**src/rtl/fft_ram_arb_if.sv**
```systemverilog
// rtl/fft_ram_arb_if.sv - signal bundle between fft_ram_arb, its clients and the bin RAM
interface fft_ram_arb_if #(
  parameter int AW = 10,
  parameter int DW = 28
);
  logic          wr_req;
  logic [AW-1:0] wr_addr;
  logic [DW-1:0] wr_data;
  logic          frame_done;
  logic          det_start;
  logic          det_rd;
  logic [AW-1:0] det_addr;
  logic [DW-1:0] det_q;
  logic          det_qvalid;
  logic          det_done;
  logic          host_rd;
  logic [AW-1:0] host_addr;
  logic          host_wait;
  logic [DW-1:0] host_rdata;
  logic          host_rdvalid;
  logic          ram_wren;
  logic [AW-1:0] ram_wraddr;
  logic [DW-1:0] ram_data;
  logic [AW-1:0] ram_rdaddr;
  logic [DW-1:0] ram_q;
  logic          busy;
  logic          overrun;
  logic [7:0]    ovr_cnt;
  logic          det_timeout;

  modport master (
    input  wr_req, wr_addr, wr_data, frame_done, det_rd, det_addr, det_done,
           host_rd, host_addr, ram_q,
    output det_start, det_q, det_qvalid, host_wait, host_rdata, host_rdvalid,
           ram_wren, ram_wraddr, ram_data, ram_rdaddr, busy, overrun, ovr_cnt,
           det_timeout
  );

  modport slave (
    output wr_req, wr_addr, wr_data, frame_done, det_rd, det_addr, det_done,
           host_rd, host_addr, ram_q,
    input  det_start, det_q, det_qvalid, host_wait, host_rdata, host_rdvalid,
           ram_wren, ram_wraddr, ram_data, ram_rdaddr, busy, overrun, ovr_cnt,
           det_timeout
  );
endinterface

```
**src/rtl/fft_ram_arb.sv**
```systemverilog
// rtl/fft_ram_arb.sv - FFT bin buffer owner: FILL/DETECT sequencing and shared read-port arbitration
module fft_ram_arb #(
  parameter int AW          = 10,
  parameter int DW          = 28,
  parameter int RD_LAT      = 1,
  parameter int DET_TIMEOUT = 4096
) (
  input logic          clk,
  input logic          reset,
  fft_ram_arb_if.master bus
);

  typedef enum logic {FILL, DETECT} state_t;

  localparam logic [15:0] WD_LAST = 16'(DET_TIMEOUT - 1);

  state_t            state, state_nx;
  logic [15:0]       wd_cnt;
  logic              det_start_r;
  logic              overrun_r;
  logic              det_timeout_r;
  logic [7:0]        ovr_r;
  logic [RD_LAT-1:0] tag_v;
  logic [RD_LAT-1:0] tag_det;

  logic              enter_det;
  logic              wd_expired;
  logic              wren;
  logic              hwait;
  logic              rd_acc;
  logic              rd_owner_det;
  logic [AW-1:0]     rdaddr;

  always_comb begin
    state_nx     = state;
    enter_det    = 1'b0;
    wd_expired   = 1'b0;
    wren         = 1'b0;
    hwait        = 1'b0;
    rd_acc       = 1'b0;
    rd_owner_det = 1'b0;
    rdaddr       = bus.host_addr;
    case (state)
      FILL: begin
        wren   = bus.wr_req;
        rd_acc = bus.host_rd;
        if (bus.frame_done) begin
          state_nx  = DETECT;
          enter_det = 1'b1;
        end
      end
      DETECT: begin
        // Detector owns the port outright; the host must hold its request
        hwait = bus.host_rd;
        if (bus.det_rd) begin
          rd_acc       = 1'b1;
          rd_owner_det = 1'b1;
          rdaddr       = bus.det_addr;
        end
        wd_expired = (wd_cnt == WD_LAST);
        if (bus.det_done || wd_expired) begin
          state_nx = FILL;
        end
      end
      default: state_nx = FILL;
    endcase
  end

  always_ff @(posedge clk or negedge reset) begin
    if (!reset) begin
      state         <= FILL;
      wd_cnt        <= 16'd0;
      det_start_r   <= 1'b0;
      overrun_r     <= 1'b0;
      det_timeout_r <= 1'b0;
      ovr_r         <= 8'd0;
      tag_v         <= '0;
      tag_det       <= '0;
    end else begin
      state       <= state_nx;
      det_start_r <= enter_det;
      if (enter_det) begin
        wd_cnt <= 16'd0;
      end else if (state == DETECT) begin
        wd_cnt <= wd_cnt + 16'd1;
      end
      if (state == DETECT) begin
        if (bus.wr_req || bus.frame_done) begin
          overrun_r <= 1'b1;
        end
        if (bus.wr_req && (ovr_r != 8'hFF)) begin
          ovr_r <= ovr_r + 8'd1;
        end
        if (wd_expired && !bus.det_done) begin
          det_timeout_r <= 1'b1;
        end
      end
      // Owner tags ride alongside the RAM latency so data returns to its issuer
      tag_v[0]   <= rd_acc;
      tag_det[0] <= rd_owner_det;
      for (int i = 1; i < RD_LAT; i++) begin
        tag_v[i]   <= tag_v[i-1];
        tag_det[i] <= tag_det[i-1];
      end
    end
  end

  assign bus.ram_wren     = wren;
  assign bus.ram_wraddr   = bus.wr_addr;
  assign bus.ram_data     = bus.wr_data;
  assign bus.ram_rdaddr   = rdaddr;
  assign bus.host_wait    = hwait;
  assign bus.det_start    = det_start_r;
  assign bus.det_q        = bus.ram_q;
  assign bus.host_rdata   = bus.ram_q;
  assign bus.det_qvalid   = tag_v[RD_LAT-1] & tag_det[RD_LAT-1];
  assign bus.host_rdvalid = tag_v[RD_LAT-1] & ~tag_det[RD_LAT-1];
  assign bus.busy         = (state == DETECT);
  assign bus.overrun      = overrun_r;
  assign bus.ovr_cnt      = ovr_r;
  assign bus.det_timeout  = det_timeout_r;

endmodule

```
**src/flat_wrapper.sv**
```systemverilog
// flat-port wrapper written by rule: the top's interface ports become plain ports
module fft_ram_arb_flat 
#(
  parameter int AW          = 10,
  parameter int DW          = 28,
  parameter int RD_LAT      = 1,
  parameter int DET_TIMEOUT = 4096
)
  (clk, reset, bus_wr_req, bus_wr_addr, bus_wr_data, bus_frame_done, bus_det_rd, bus_det_addr, bus_det_done, bus_host_rd, bus_host_addr, bus_ram_q, bus_det_start, bus_det_q, bus_det_qvalid, bus_host_wait, bus_host_rdata, bus_host_rdvalid, bus_ram_wren, bus_ram_wraddr, bus_ram_data, bus_ram_rdaddr, bus_busy, bus_overrun, bus_ovr_cnt, bus_det_timeout);
  fft_ram_arb_if #(.AW(AW), .DW(DW)) bus_i ();
  input logic clk;
  input logic reset;
  input wire logic [$bits(bus_i.wr_req)-1:0] bus_wr_req;
  input wire logic [$bits(bus_i.wr_addr)-1:0] bus_wr_addr;
  input wire logic [$bits(bus_i.wr_data)-1:0] bus_wr_data;
  input wire logic [$bits(bus_i.frame_done)-1:0] bus_frame_done;
  input wire logic [$bits(bus_i.det_rd)-1:0] bus_det_rd;
  input wire logic [$bits(bus_i.det_addr)-1:0] bus_det_addr;
  input wire logic [$bits(bus_i.det_done)-1:0] bus_det_done;
  input wire logic [$bits(bus_i.host_rd)-1:0] bus_host_rd;
  input wire logic [$bits(bus_i.host_addr)-1:0] bus_host_addr;
  input wire logic [$bits(bus_i.ram_q)-1:0] bus_ram_q;
  output wire logic [$bits(bus_i.det_start)-1:0] bus_det_start;
  output wire logic [$bits(bus_i.det_q)-1:0] bus_det_q;
  output wire logic [$bits(bus_i.det_qvalid)-1:0] bus_det_qvalid;
  output wire logic [$bits(bus_i.host_wait)-1:0] bus_host_wait;
  output wire logic [$bits(bus_i.host_rdata)-1:0] bus_host_rdata;
  output wire logic [$bits(bus_i.host_rdvalid)-1:0] bus_host_rdvalid;
  output wire logic [$bits(bus_i.ram_wren)-1:0] bus_ram_wren;
  output wire logic [$bits(bus_i.ram_wraddr)-1:0] bus_ram_wraddr;
  output wire logic [$bits(bus_i.ram_data)-1:0] bus_ram_data;
  output wire logic [$bits(bus_i.ram_rdaddr)-1:0] bus_ram_rdaddr;
  output wire logic [$bits(bus_i.busy)-1:0] bus_busy;
  output wire logic [$bits(bus_i.overrun)-1:0] bus_overrun;
  output wire logic [$bits(bus_i.ovr_cnt)-1:0] bus_ovr_cnt;
  output wire logic [$bits(bus_i.det_timeout)-1:0] bus_det_timeout;
  assign bus_i.wr_req = bus_wr_req;
  assign bus_i.wr_addr = bus_wr_addr;
  assign bus_i.wr_data = bus_wr_data;
  assign bus_i.frame_done = bus_frame_done;
  assign bus_i.det_rd = bus_det_rd;
  assign bus_i.det_addr = bus_det_addr;
  assign bus_i.det_done = bus_det_done;
  assign bus_i.host_rd = bus_host_rd;
  assign bus_i.host_addr = bus_host_addr;
  assign bus_i.ram_q = bus_ram_q;
  assign bus_det_start = bus_i.det_start;
  assign bus_det_q = bus_i.det_q;
  assign bus_det_qvalid = bus_i.det_qvalid;
  assign bus_host_wait = bus_i.host_wait;
  assign bus_host_rdata = bus_i.host_rdata;
  assign bus_host_rdvalid = bus_i.host_rdvalid;
  assign bus_ram_wren = bus_i.ram_wren;
  assign bus_ram_wraddr = bus_i.ram_wraddr;
  assign bus_ram_data = bus_i.ram_data;
  assign bus_ram_rdaddr = bus_i.ram_rdaddr;
  assign bus_busy = bus_i.busy;
  assign bus_overrun = bus_i.overrun;
  assign bus_ovr_cnt = bus_i.ovr_cnt;
  assign bus_det_timeout = bus_i.det_timeout;
  fft_ram_arb #(.AW(AW), .DW(DW), .RD_LAT(RD_LAT), .DET_TIMEOUT(DET_TIMEOUT)) u_core (.clk(clk), .reset(reset), .bus(bus_i));
endmodule
```
**config.mk**
```make
export PLATFORM = sky130hd
export DESIGN_NAME = fft_ram_arb_flat
export DESIGN_NICKNAME = d
export VERILOG_FILES = /design/src/rtl/fft_ram_arb_if.sv /design/src/rtl/fft_ram_arb.sv /design/src/flat_wrapper.sv
export SDC_FILE = /design/constraint.sdc
export NUM_CORES = 1
export LEC_CHECK = 0
export ABC_AREA = 1
export BUFFER_PORTS_ARGS = -buffer_cell sky130_fd_sc_hd__buf_4
export CAP_MARGIN = 15
export CORE_UTILIZATION = 33
export DETAILED_ROUTE_END_ITERATION = 6
export PLACE_DENSITY = 0.72
export RECOVER_POWER = 25
export REMOVE_ABC_BUFFERS = 1
export SETUP_SLACK_MARGIN = 0.15
export SYNTH_ARGS = -nofsm -noshare
export SYNTH_HDL_FRONTEND = slang
export SYNTH_SLANG_ARGS = --single-unit
```
**constraint.sdc**
```tcl
create_clock -name clk -period 1.8 [get_ports clk]
set_clock_uncertainty 0.15 [all_clocks]
set_input_delay 0.18 -clock clk [delete_from_list [all_inputs] [get_ports clk]]
set_output_delay 0.18 -clock clk [all_outputs]
set_load 0.05 [all_outputs]
```
Yosys cells after proc, flatten, opt, wreduce, memory -nomap -nowiden
Cells that the tools add are included.
{"block": "op_classes", "n_addsub": 2, "eq_ne": 2, "muxes": 14, "n_bitwise": 4, "n_reduce_logical": 9}
{"op": "16-bit 2-to-1 mux", "count": 2}
{"op": "10-bit 2-to-1 mux", "count": 2}
{"op": "16-bit by 1-bit adder with 16-bit output (second input constant)", "count": 1}
{"op": "16-bit by 12-bit equality test with 1-bit output (second input constant)", "count": 1}
{"op": "8-bit by 1-bit adder with 8-bit output (second input constant)", "count": 1}
{"op": "1-bit 2-to-1 mux", "count": 8}
{"op": "8-bit != test (second input constant)", "count": 1}
{"op": "2-bit AND reduction", "count": 3}
{"op": "1-bit one-hot mux with 2 select lines", "count": 2}
{"op": "1-bit bitwise AND", "count": 2}
{"op": "1-bit logical AND", "count": 2}
{"op": "1-bit logical OR", "count": 2}
{"op": "1-bit inverter", "count": 2}
{"op": "2-bit nonzero test", "count": 1}
{"op": "1-bit logical NOT", "count": 1}
{"block": "word_totals", "ff_bits": 30, "output_inout_bits": 120, "word_cells": 39}

Depth between registers and ports, before layout
Gate-level depths: netlist (run 1).
{"block": "logic_depth", "ltp_word": 4, "ltp_mapped": 8, "mapped_depth_nobuf": 8}

Worst setup path after synthesis (run 1)
OpenSTA, ideal clock, no wires.
{"block": "synth_timing", "path_type": "register to output", "startpoint": "reg u_core.state (netlist: u_core.bus.busy)", "endpoint": "out bus_ram_rdaddr[0]", "arrival_time_ns": 1.548, "required_ns": 1.470, "slack_ns": -0.078, "stages_incl_launch_ff": 7, "path_buffers": 2, "path_cell_list": "dfrtp_1 > buf_6 > nand2_1 > inv_1 > buf_4 > nand2_1 > nand2_1"}
{"block": "synth_via", "elab_chain_cells": 1}
{"element": "start, declared", "line_no": "fft_ram_arb.sv:17", "text": "state_t state, state_nx;"}
{"element": "start signal, assigned", "line_no": "fft_ram_arb.sv:80", "text": "state <= state_nx;"}
{"element": "10-bit 2-to-1 mux", "line_no": "fft_ram_arb.sv:43", "text": "case (state)"}
{"element": "end, declared", "line_no": "flat_wrapper.sv:32", "text": "output wire logic [$bits(bus_i.ram_rdaddr)-1:0] bus_ram_rdaddr;"}
Every way passes these cells.

Worst setup path in the final report (run 1)
{"block": "layout_timing", "startpoint": "reg u_core.state (netlist: u_core.bus.busy)", "endpoint": "out bus_host_wait"}
{"block": "layout_via", "elab_chain_cells": 1}
{"element": "1-bit 2-to-1 mux", "line_no": "fft_ram_arb.sv:43"}
{"element": "end, declared", "line_no": "flat_wrapper.sv:26", "text": "output wire logic [$bits(bus_i.host_wait)-1:0] bus_host_wait;"}
Every way passes these cells.

==> results.toml, run 1 <==
[cells_and_area]
area_delta_synth_final_pct = -1.23
fin_nets = 404
final_util_pct = 34.5
antenna_cells = 0
layout.cells.non_filler = 405
layout-drive-gt1-share_pct = 25.9
design_area_um2 = 2410

[clock_network]
cts_buffers = 5
clk_path_buf_depth = 2
cts-root-buf = "clkbuf_8"
clock_latency_ns = 0.29
cts.reportedPaths.clkPinSlew_ns = 0.06
clock_sinks = 30
htree_num_levels = 2
tritoncts = "done"

[die]
start_util_pct = 34.9
die_area_um2 = 7740
dieHeight_um = 88.0
core_um2 = 6980
dieWidth_um = 88.0
ios = 213
row_count = 30

[power_and_ir_drop]
power_density_nw_per_um2 = 953
vdd_drop_max_mv = 0.948
leakage_nw = 1.19

[routing]
first_pass_iters = 4
wl_per_cell_um = 24.1
first_iter_violations = 182
drt-total-wl_um = 9760
viasPerCell = 4.85
antenna_left = 0
vias = 1965
remaining_drc_errors = 0

[grt]
grt_pass1_wl_um = 12900
grt_max_degree = 31
grt-ovfl-total = 0
antenna_found_initial = 0
grt_pass1_vias = 1799
grt_usage_pct = 25.1

[yosys]
syn_inst = 338
synth_area_um2 = 2440
yosysUniqueCellTypes = 24
yosysSeqAreaShare_pct = 30.8
ys_warn_count = 0
avgSynthCellArea_um2 = 7.22
ys_ff_latch = 30

[setup_path]
crit_fanout = 6
r2r_start = "u_core.bus.busy"
worstSetupStartpoint = "u_core.bus.busy"
crit_type = "register to output pin"
slowest_stage = "dfrtp_2"
r2r-end = "u_core.wd_cnt[3]"
slowest_delay_ns = 0.42
cp_common_cell = "buf_4"
end_kind = "output pin"
crit_family = "buffers and inverters"
cp-start-kind = "register"
crit_chain = "buf_4, buf_4, nand2_1, inv_1, buf_4"
path_buf_inv = 4
required_ns = 1.47
worst-r2r-setup-slack_ns = 0.26
arrival_ns = 1.29
reg2reg_depth = 7

[place]
place_inst = 391
place.gp.congestion = 0.836
io_buffers = 52
placed_area_um2 = 2240
hpwl_um = 8280

[worst_hold_path]
hp-class = "primary input to register"
min_to = "u_core.bus.det_timeout"
hold_depth = 4
hp-start = "bus_det_done"

[job]
maxCapViolCount = 0

[timing]
setup_viol = 0
relSlewSlack_pct = 73.9
min_period_over_period_pct = 90.2
rsz0062_at_grt = "yes"
finalHoldViolCount = 0
tightest_slew_ns = 0.391
slew_violations = 0
hold_slack_ns = 0.0174
tns_ns = 0
finalCriticalPeriod_ns = 1.62
fmax_ghz = 0.616

[outcome]
status = "completed"
[worst max-delay path by stage]
stage	to	slack, ns	cells past startpoint
final	bus_host_wait	0.18	5
after CTS	bus_ram_rdaddr[5]	0.17	5
after global placement	bus_ram_rdaddr[8]	0.29	5
after floorplan	bus_ram_rdaddr[0]	-0.41	4
after detailed placement	bus_ram_rdaddr[9]	0.24	5
after global routing	bus_host_wait	0.13	5
[synth_stat cells (all sizes together)]
| master | instances | area (um2) |
|---|---|---|
| a21oi | 4 | 23.8 |
| inv | 31 | 116 |
| xnor2 | 2 | 17.5 |
| ha | 2 | 25.0 |
| a22o | 1 | 8.76 |
| nand3 | 14 | 82.6 |
| dfrtp | 30 | 751 |
| nor3 | 2 | 10.0 |
| buf | 97 | 729 |
| nand3b | 2 | 15.0 |
| o21ai | 13 | 65.1 |
| nand4 | 6 | 37.5 |
| xor2 | 2 | 17.5 |
| nand2 | 104 | 405 |
| nor2 | 28 | 135 |
[flip-flops by register name, summed over array words and instances (netlist names)]
signal	cells
u_core.bus.ovr_cnt	8
u_core.bus.det_start	1
u_core.bus.overrun	1
u_core.tag_v	1
u_core.tag_det	1
u_core.wd_cnt	16
u_core.bus.det_timeout	1
u_core.bus.busy	1
[where the power goes]
| group | total, W | internal, W | switching (W) | leakage [nW] |
|---|---|---|---|---|
| Sequential | 0.000872 | 0.000766 | 0.000106 | 0.392 |
| Clock | 0.000507 | 0.000265 | 0.000242 | 0.0383 |
| Combinational | 0.000918 | 0.000311 | 0.000607 | 0.760 |
| Total | 0.00230 | 0.00134 | 0.000954 | 1.19 |
[through the flow]
stage                     total power, W  setup WS, ns
after detailed placement         0.00175         0.243
after global placement           0.00173         0.295
after global routing             0.00242         0.131
after CTS                        0.00229         0.171
after floorplan                  0.00146        -0.413
final                            0.00230         0.176
[cell type report]
class	instances	area, um2
fill	748	4570
tap	96	120
inverter	31	116
multi-input combinational	180	853
sequential	30	752
timing repair buffer	61	492
clock buffer	7	76.3
[repair_timing]
action / 4_1_cts / 5_1_grt
gates resized for setup: 2 / 11
endpoints found under the hold margin: 32 / 0
endpoints found under the setup margin: 11 / 11
setup buffers: 3 / 0
gates cloned: 0 / 1
hold buffers: 3 / 0
[placed cells by master (no fill, tap or decap), drive strengths merged]
cell type and count:
a21oi 4, dlygate4sd3 3, ha 2, xor2 2, xnor2 2, nand3b 2, nand4 6, a22o 1
clkbuf 7, buf 58, nor3 2, inv 31, nand3 14, dfrtp 30, o21ai 13, nand2 104
nor2 28
[cells by family (layout without fill, tap and decap cells)]
family / Yosys count / count (layout) / synth area share, %
AOI/OAI and AO/OA: 18 / 18 / 4.00
and+or+nand+nor: 156 / 156 / 28.1
DFF: 30 / 30 / 30.8
buffers and inverters: 128 / 99 / 34.7
xor gates and xnor gates: 4 / 4 / 1.44
adders and majority gates: 2 / 2 / 1.03
[per-layer routing]
layer  share of wire [%]  track usage (%)  vias to the layer above  wire [um]
met4                 7.7             19.2                        2        753
met5                0.51             5.84                        -         50
met3                  24             27.4                       42       2310
met1                  25             19.0                      870       2480
met2                  43             35.7                      168       4170
li1                    -                -                      883          -
[tightest hold or removal path: stages]
cell and delay [ns]:
buf_4 0.08, nor2_1 0.04, nand3_1 0.07, nand2_1 0.05
(Power assumes the default switching activity.)
==> inputs of run 2 (changes only) <==
PLACE_DENSITY = default   (was 0.72)
PLACE_DENSITY_LB_ADDON = 0.12   (was default)
==> results.toml, run 2 (same netlist as run 1, synthesis figures left out) <==
[power_and_ir_drop]
power_w = 0.00237
power_density_nw_per_um2 = 980
vdd_drop_max_mv = 0.686
leakage_nw = 1.19

[grt]
grt_pass1_wl_um = 13000
grt_pass1_vias = 1719
grt-ovfl-total = 0
antenna_found_initial = 0
grt_max_degree = 31
grt_usage_pct = 25.6

[timing]
layout_setup_ws_ns = 0.204
relSlewSlack_pct = 72.8
slew_violations = 0
finalHoldViolCount = 0
tightest_slew_ns = 0.408
rsz0062_at_grt = "yes"
finalCriticalPeriod_ns = 1.60
min_period_over_period_pct = 88.6
fmax_ghz = 0.627
setup_viol = 0

[cells_and_area]
final_util_pct = 34.7
design_area_um2 = 2420
fillers = 770
layout_common_cells = "nand2_1 (99), buf_4 (45), dfrtp_1 (29)"
antenna_cells = 0
largest_reg_flops = 16
area_delta_synth_final_pct = -0.667
layout-drive-gt1-share_pct = 26.7
fin_nets = 401
regMostFlops = "u_core.wd_cnt"
final_common_cell = "nand2_1"

[setup_path]
cp_num_cells = 5
required_ns = 1.47
path_buf_inv = 2
slowest_stage = "dfrtp_2"
cp-start-kind = "register"
end_kind = "output pin"
crit_family = "flip-flops"
reg2reg_depth = 8
slowest_delay_ns = 0.45
crit_type = "register to output pin"
arrival_ns = 1.27
cp_common_cell = "nand2_1"
crit_fanout = 6
crit_chain = "nand2_4, buf_6, nand2_1, nand2_1, buf_4"

[die]
core_um2 = 6980
start_util_pct = 34.9
row_count = 30
dieWidth_um = 88.0
die_area_um2 = 7740
ios = 213
dieHeight_um = 88.0

[routing]
remaining_drc_errors = 0
first_pass_iters = 4
drt-total-wl_um = 10100
first_iter_violations = 80
antenna_left = 0
wl_per_cell_um = 25.1
viasPerCell = 4.73
vias = 1905

[clock_network]
tritoncts = "done"
cts_buffers = 5
cts.reportedPaths.clkPinSlew_ns = 0.07
clock_sinks = 30
clock_latency_ns = 0.29
cts-root-buf = "clkbuf_8"
htree_num_levels = 2
clk_path_buf_depth = 2

[place]
hpwl_um = 8460
io_buffers = 52
place.gp.congestion = 0.903
dp_worst_setup_slack_ns = 0.290
placed_area_um2 = 2240

[outcome]
status = "completed"

[worst_hold_path]
hold_depth = 3
hp-class = "primary input to register"

[job]
maxCapViolCount = 0
## run 2: area by class of cell
| class | count | area [um2] | area share [%] |
|---|---|---|---|
| Tap cell | 96 | 120 | 4.96 |
| Clock inverter | 2 | 12.5 | 0.516 |
| Sequential cell | 30 | 752 | 31.0 |
| Clock buffer | 6 | 82.6 | 3.41 |
| Inverter | 31 | 119 | 4.90 |
| Multi-Input combinational cell | 180 | 856 | 35.3 |
| Timing Repair Buffer | 58 | 482 | 19.9 |
## run 2: where the power goes
group          switching (W)  internal [W]
clock               0.000281      0.000307
sequential          0.000108      0.000765
combinational       0.000601      0.000311
total               0.000991       0.00138
## run 2: worst paths after layout
path                                        startpoint                     end  slack [ns]
worst min-delay path                    bus_frame_done      u_core.bus.overrun       0.007
min in group asynchronous                        reset        u_core.wd_cnt[3]        0.21
worst max-delay path                   u_core.bus.busy       bus_ram_rdaddr[2]        0.20
worst max register to register        u_core.wd_cnt[0]        u_core.wd_cnt[8]        0.29
worst min register to register  u_core.bus.det_timeout  u_core.bus.det_timeout        0.32
max in group asynchronous                        reset         u_core.bus.busy        0.98
## run 2: tightest hold or removal path, delay by kind of cell
family / cells / cell delay [ns]
simple gates: 1 / 0.05
compound gates: 1 / 0.07
buf+inv: 1 / 0.10
## run 2: repair_timing
action | 4_1_cts | 5_1_grt
gates cloned | 0 | 1
buffers inserted | 0 | 1
resized for setup | 13 | 6
hold buffers | 2 | 0
setup endpoints to repair | 10 | 13
endpoints found under the hold margin | 31 | 0
pin swaps | 0 | 0
## run 2: per-stage QoR
step                instances  hold slack (ns)  setup TNS, ns
global placement          391         -0.00222              0
finish                    403          0.00686              0
floorplan                 241           -0.266          -4.13
global route              403          0.00879              0
CTS                       401          0.00132              0
detailed placement        391         -0.00449              0
## run 2: routing by layer
layer  global-route usage [%]  vias to the layer above  wire, um
li1                         -                      880         -
met1                     21.7                      842      2990
met2                     33.0                      134      3890
met3                     26.7                       47      2240
met4                     23.2                        2       953
met5                     5.84                        -        50
==> inputs of run 3 (changes only) <==
BUFFER_PORTS_ARGS = -buffer_cell sky130_fd_sc_hd__buf_2   (was -buffer_cell sky130_fd_sc_hd__buf_4)
==> results.toml, run 3 (same netlist as run 1, synthesis figures left out) <==
[outcome]
status = "completed"

[setup_path]
r2r_start = "u_core.wd_cnt[0]"
r2r-end = "u_core.wd_cnt[8]"
end_kind = "output pin"
slowest_stage = "dfrtp_1"
required_ns = 1.47
worst-r2r-setup-slack_ns = 0.30
path_buf_inv = 2
reg2reg_depth = 8
cp-start-kind = "register"
crit_fanout = 11
crit_family = "flip-flops"
crit_type = "register to output pin"
cp_common_cell = "nand2_1"
arrival_ns = 1.26
slowest_delay_ns = 0.40
crit_chain = "nand2_2, buf_6, nand2_1, nand2_1, buf_4"

[cells_and_area]
fillers = 796
layout_common_cells = "nand2_1 (99), buf_2 (40), dfrtp_1 (30)"
seq_area_um2 = 751
design_area_um2 = 2290
multi_input_area_um2 = 848
regMostFlops = "u_core.wd_cnt"
largest_reg_flops = 16
fin_nets = 400
antenna_cells = 0
final_common_cell = "nand2_1"
area_delta_synth_final_pct = -6.21
layout-drive-gt1-share_pct = 25.8

[worst_hold_path]
hp-start = "bus_frame_done"
hp-class = "primary input to register"
min_to = "u_core.bus.overrun"
hold_depth = 3

[timing]
finalCriticalPeriod_ns = 1.59
rsz0062_at_grt = "yes"
tightest_slew_ns = 0.405
slew_violations = 0
hold_slack_ns = 0.0304
relSlewSlack_pct = 73.0
finalHoldViolCount = 0
min_period_over_period_pct = 88.1
fmax_ghz = 0.631
setup_viol = 0

[grt]
grt_max_degree = 31
antenna_found_initial = 0
grtUsageMet2_pct = 33.5
grt_pass1_wl_um = 13100
grt_usage_pct = 25.6
grt_pass1_vias = 1716
grt-ovfl-total = 0
grt-busiest-layer = "met2"
grt_util_met1_pct = 21.4
use_met3_pct = 26.2

[die]
row_count = 30
die_area_um2 = 7740
dieHeight_um = 88.0
start_util_pct = 34.9
core_um2 = 6980
ios = 213
dieWidth_um = 88.0

[place]
io_buffers = 52
hpwl_um = 8370
place.gp.congestion = 0.860
placed_area_um2 = 2110

[power_and_ir_drop]
power_density_nw_per_um2 = 992
vdd_drop_max_mv = 0.887
leakage_nw = 1.14

[routing]
viasPerCell = 4.68
first_iter_violations = 84
remaining_drc_errors = 0
antenna_left = 0
vias = 1880
first_pass_iters = 4
drt-total-wl_um = 9940
wl_per_cell_um = 24.7

[clock_network]
tritoncts = "done"
clock_latency_ns = 0.28
cts_buffers = 5
clk_path_buf_depth = 2
cts-root-buf = "clkbuf_8"
postCtsSetupRepairBufs = 0
htree_num_levels = 2
cts.reportedPaths.clkPinSlew_ns = 0.07
clock_sinks = 30

[job]
maxCapViolCount = 0
==> run 3: cell types whose count changed in the layout (fill, tap and decap cells not counted), sizes merged <==
cell and delta:
inv -1, buf -3, clkbuf +3
==> run 3: worst reg2reg max path: cells and delay by family, from the launching register on <==
family | cells | cell delay (ns)
adders and majority gates | 1 | 0.26
buffers and inverters | 1 | 0.03
DFF | 1 | 0.39
and+or+nand+nor | 6 | 0.57
==> run 3: worst max path at each step <==
stage / start / endpoint / slack, ns / cells past startpoint
4_1_cts: u_core.bus.busy / bus_ram_rdaddr[3] / 0.14 / 5
3_3_place_gp: u_core.bus.ovr_cnt[1] / u_core.bus.ovr_cnt[0] / 0.30 / 6
5_1_grt: u_core.bus.busy / bus_ram_rdaddr[0] / 0.11 / 5
3_5_place_dp: u_core.bus.ovr_cnt[0] / u_core.bus.ovr_cnt[0] / 0.29 / 6
6_report: u_core.bus.busy / bus_ram_rdaddr[2] / 0.21 / 5
2_1_floorplan: u_core.bus.busy / bus_ram_rdaddr[0] / -0.41 / 4
==> run 3: metal layers <==
layer	routed length, um	part of all wire, %
met1	2800	28
met2	3890	39
met3	2290	23
met4	898	9.0
met5	47	0.47
==> run 3: area by class of cell <==
class | count | area share (%)
multi-input cells | 180 | 37.1
flip-flops and latches | 30 | 32.8
repair buffers | 57 | 15.5
inverters | 31 | 5.36
well taps | 96 | 5.25
clock buffers | 7 | 3.77
clock inverters | 1 | 0.219
==> run 3: per-stage QoR <==
stage / total power (W) / setup TNS [ns] / cells / util [%] / worst slack [ns]
after floorplan: 0.00146 / -4.13 / 241 / - / -0.413
after global placement: 0.00168 / 0 / 392 / 30.3 / 0.303
after detailed placement: 0.00167 / 0 / 392 / 30.3 / 0.288
after CTS: 0.00227 / 0 / 402 / 32.2 / 0.137
after global routing: 0.00241 / 0 / 402 / 32.8 / 0.113
final: 0.00227 / 0 / 402 / 32.8 / 0.214
==> run 3: power by group <==
part / internal (W) / switching [W]
Sequential: 0.000765 / 0.0000998
Combinational: 0.000242 / 0.000596
Clock: 0.000308 / 0.000259
Total: 0.00131 / 0.000955
==> run 3: repair_timing <==
action                                 in CTS  in global routing
hold buffers                                2                  0
endpoints found under the hold margin      31                  0
resized for setup                          10                 14
cloned                                      0                  0
setup endpoints to repair                  10                 14
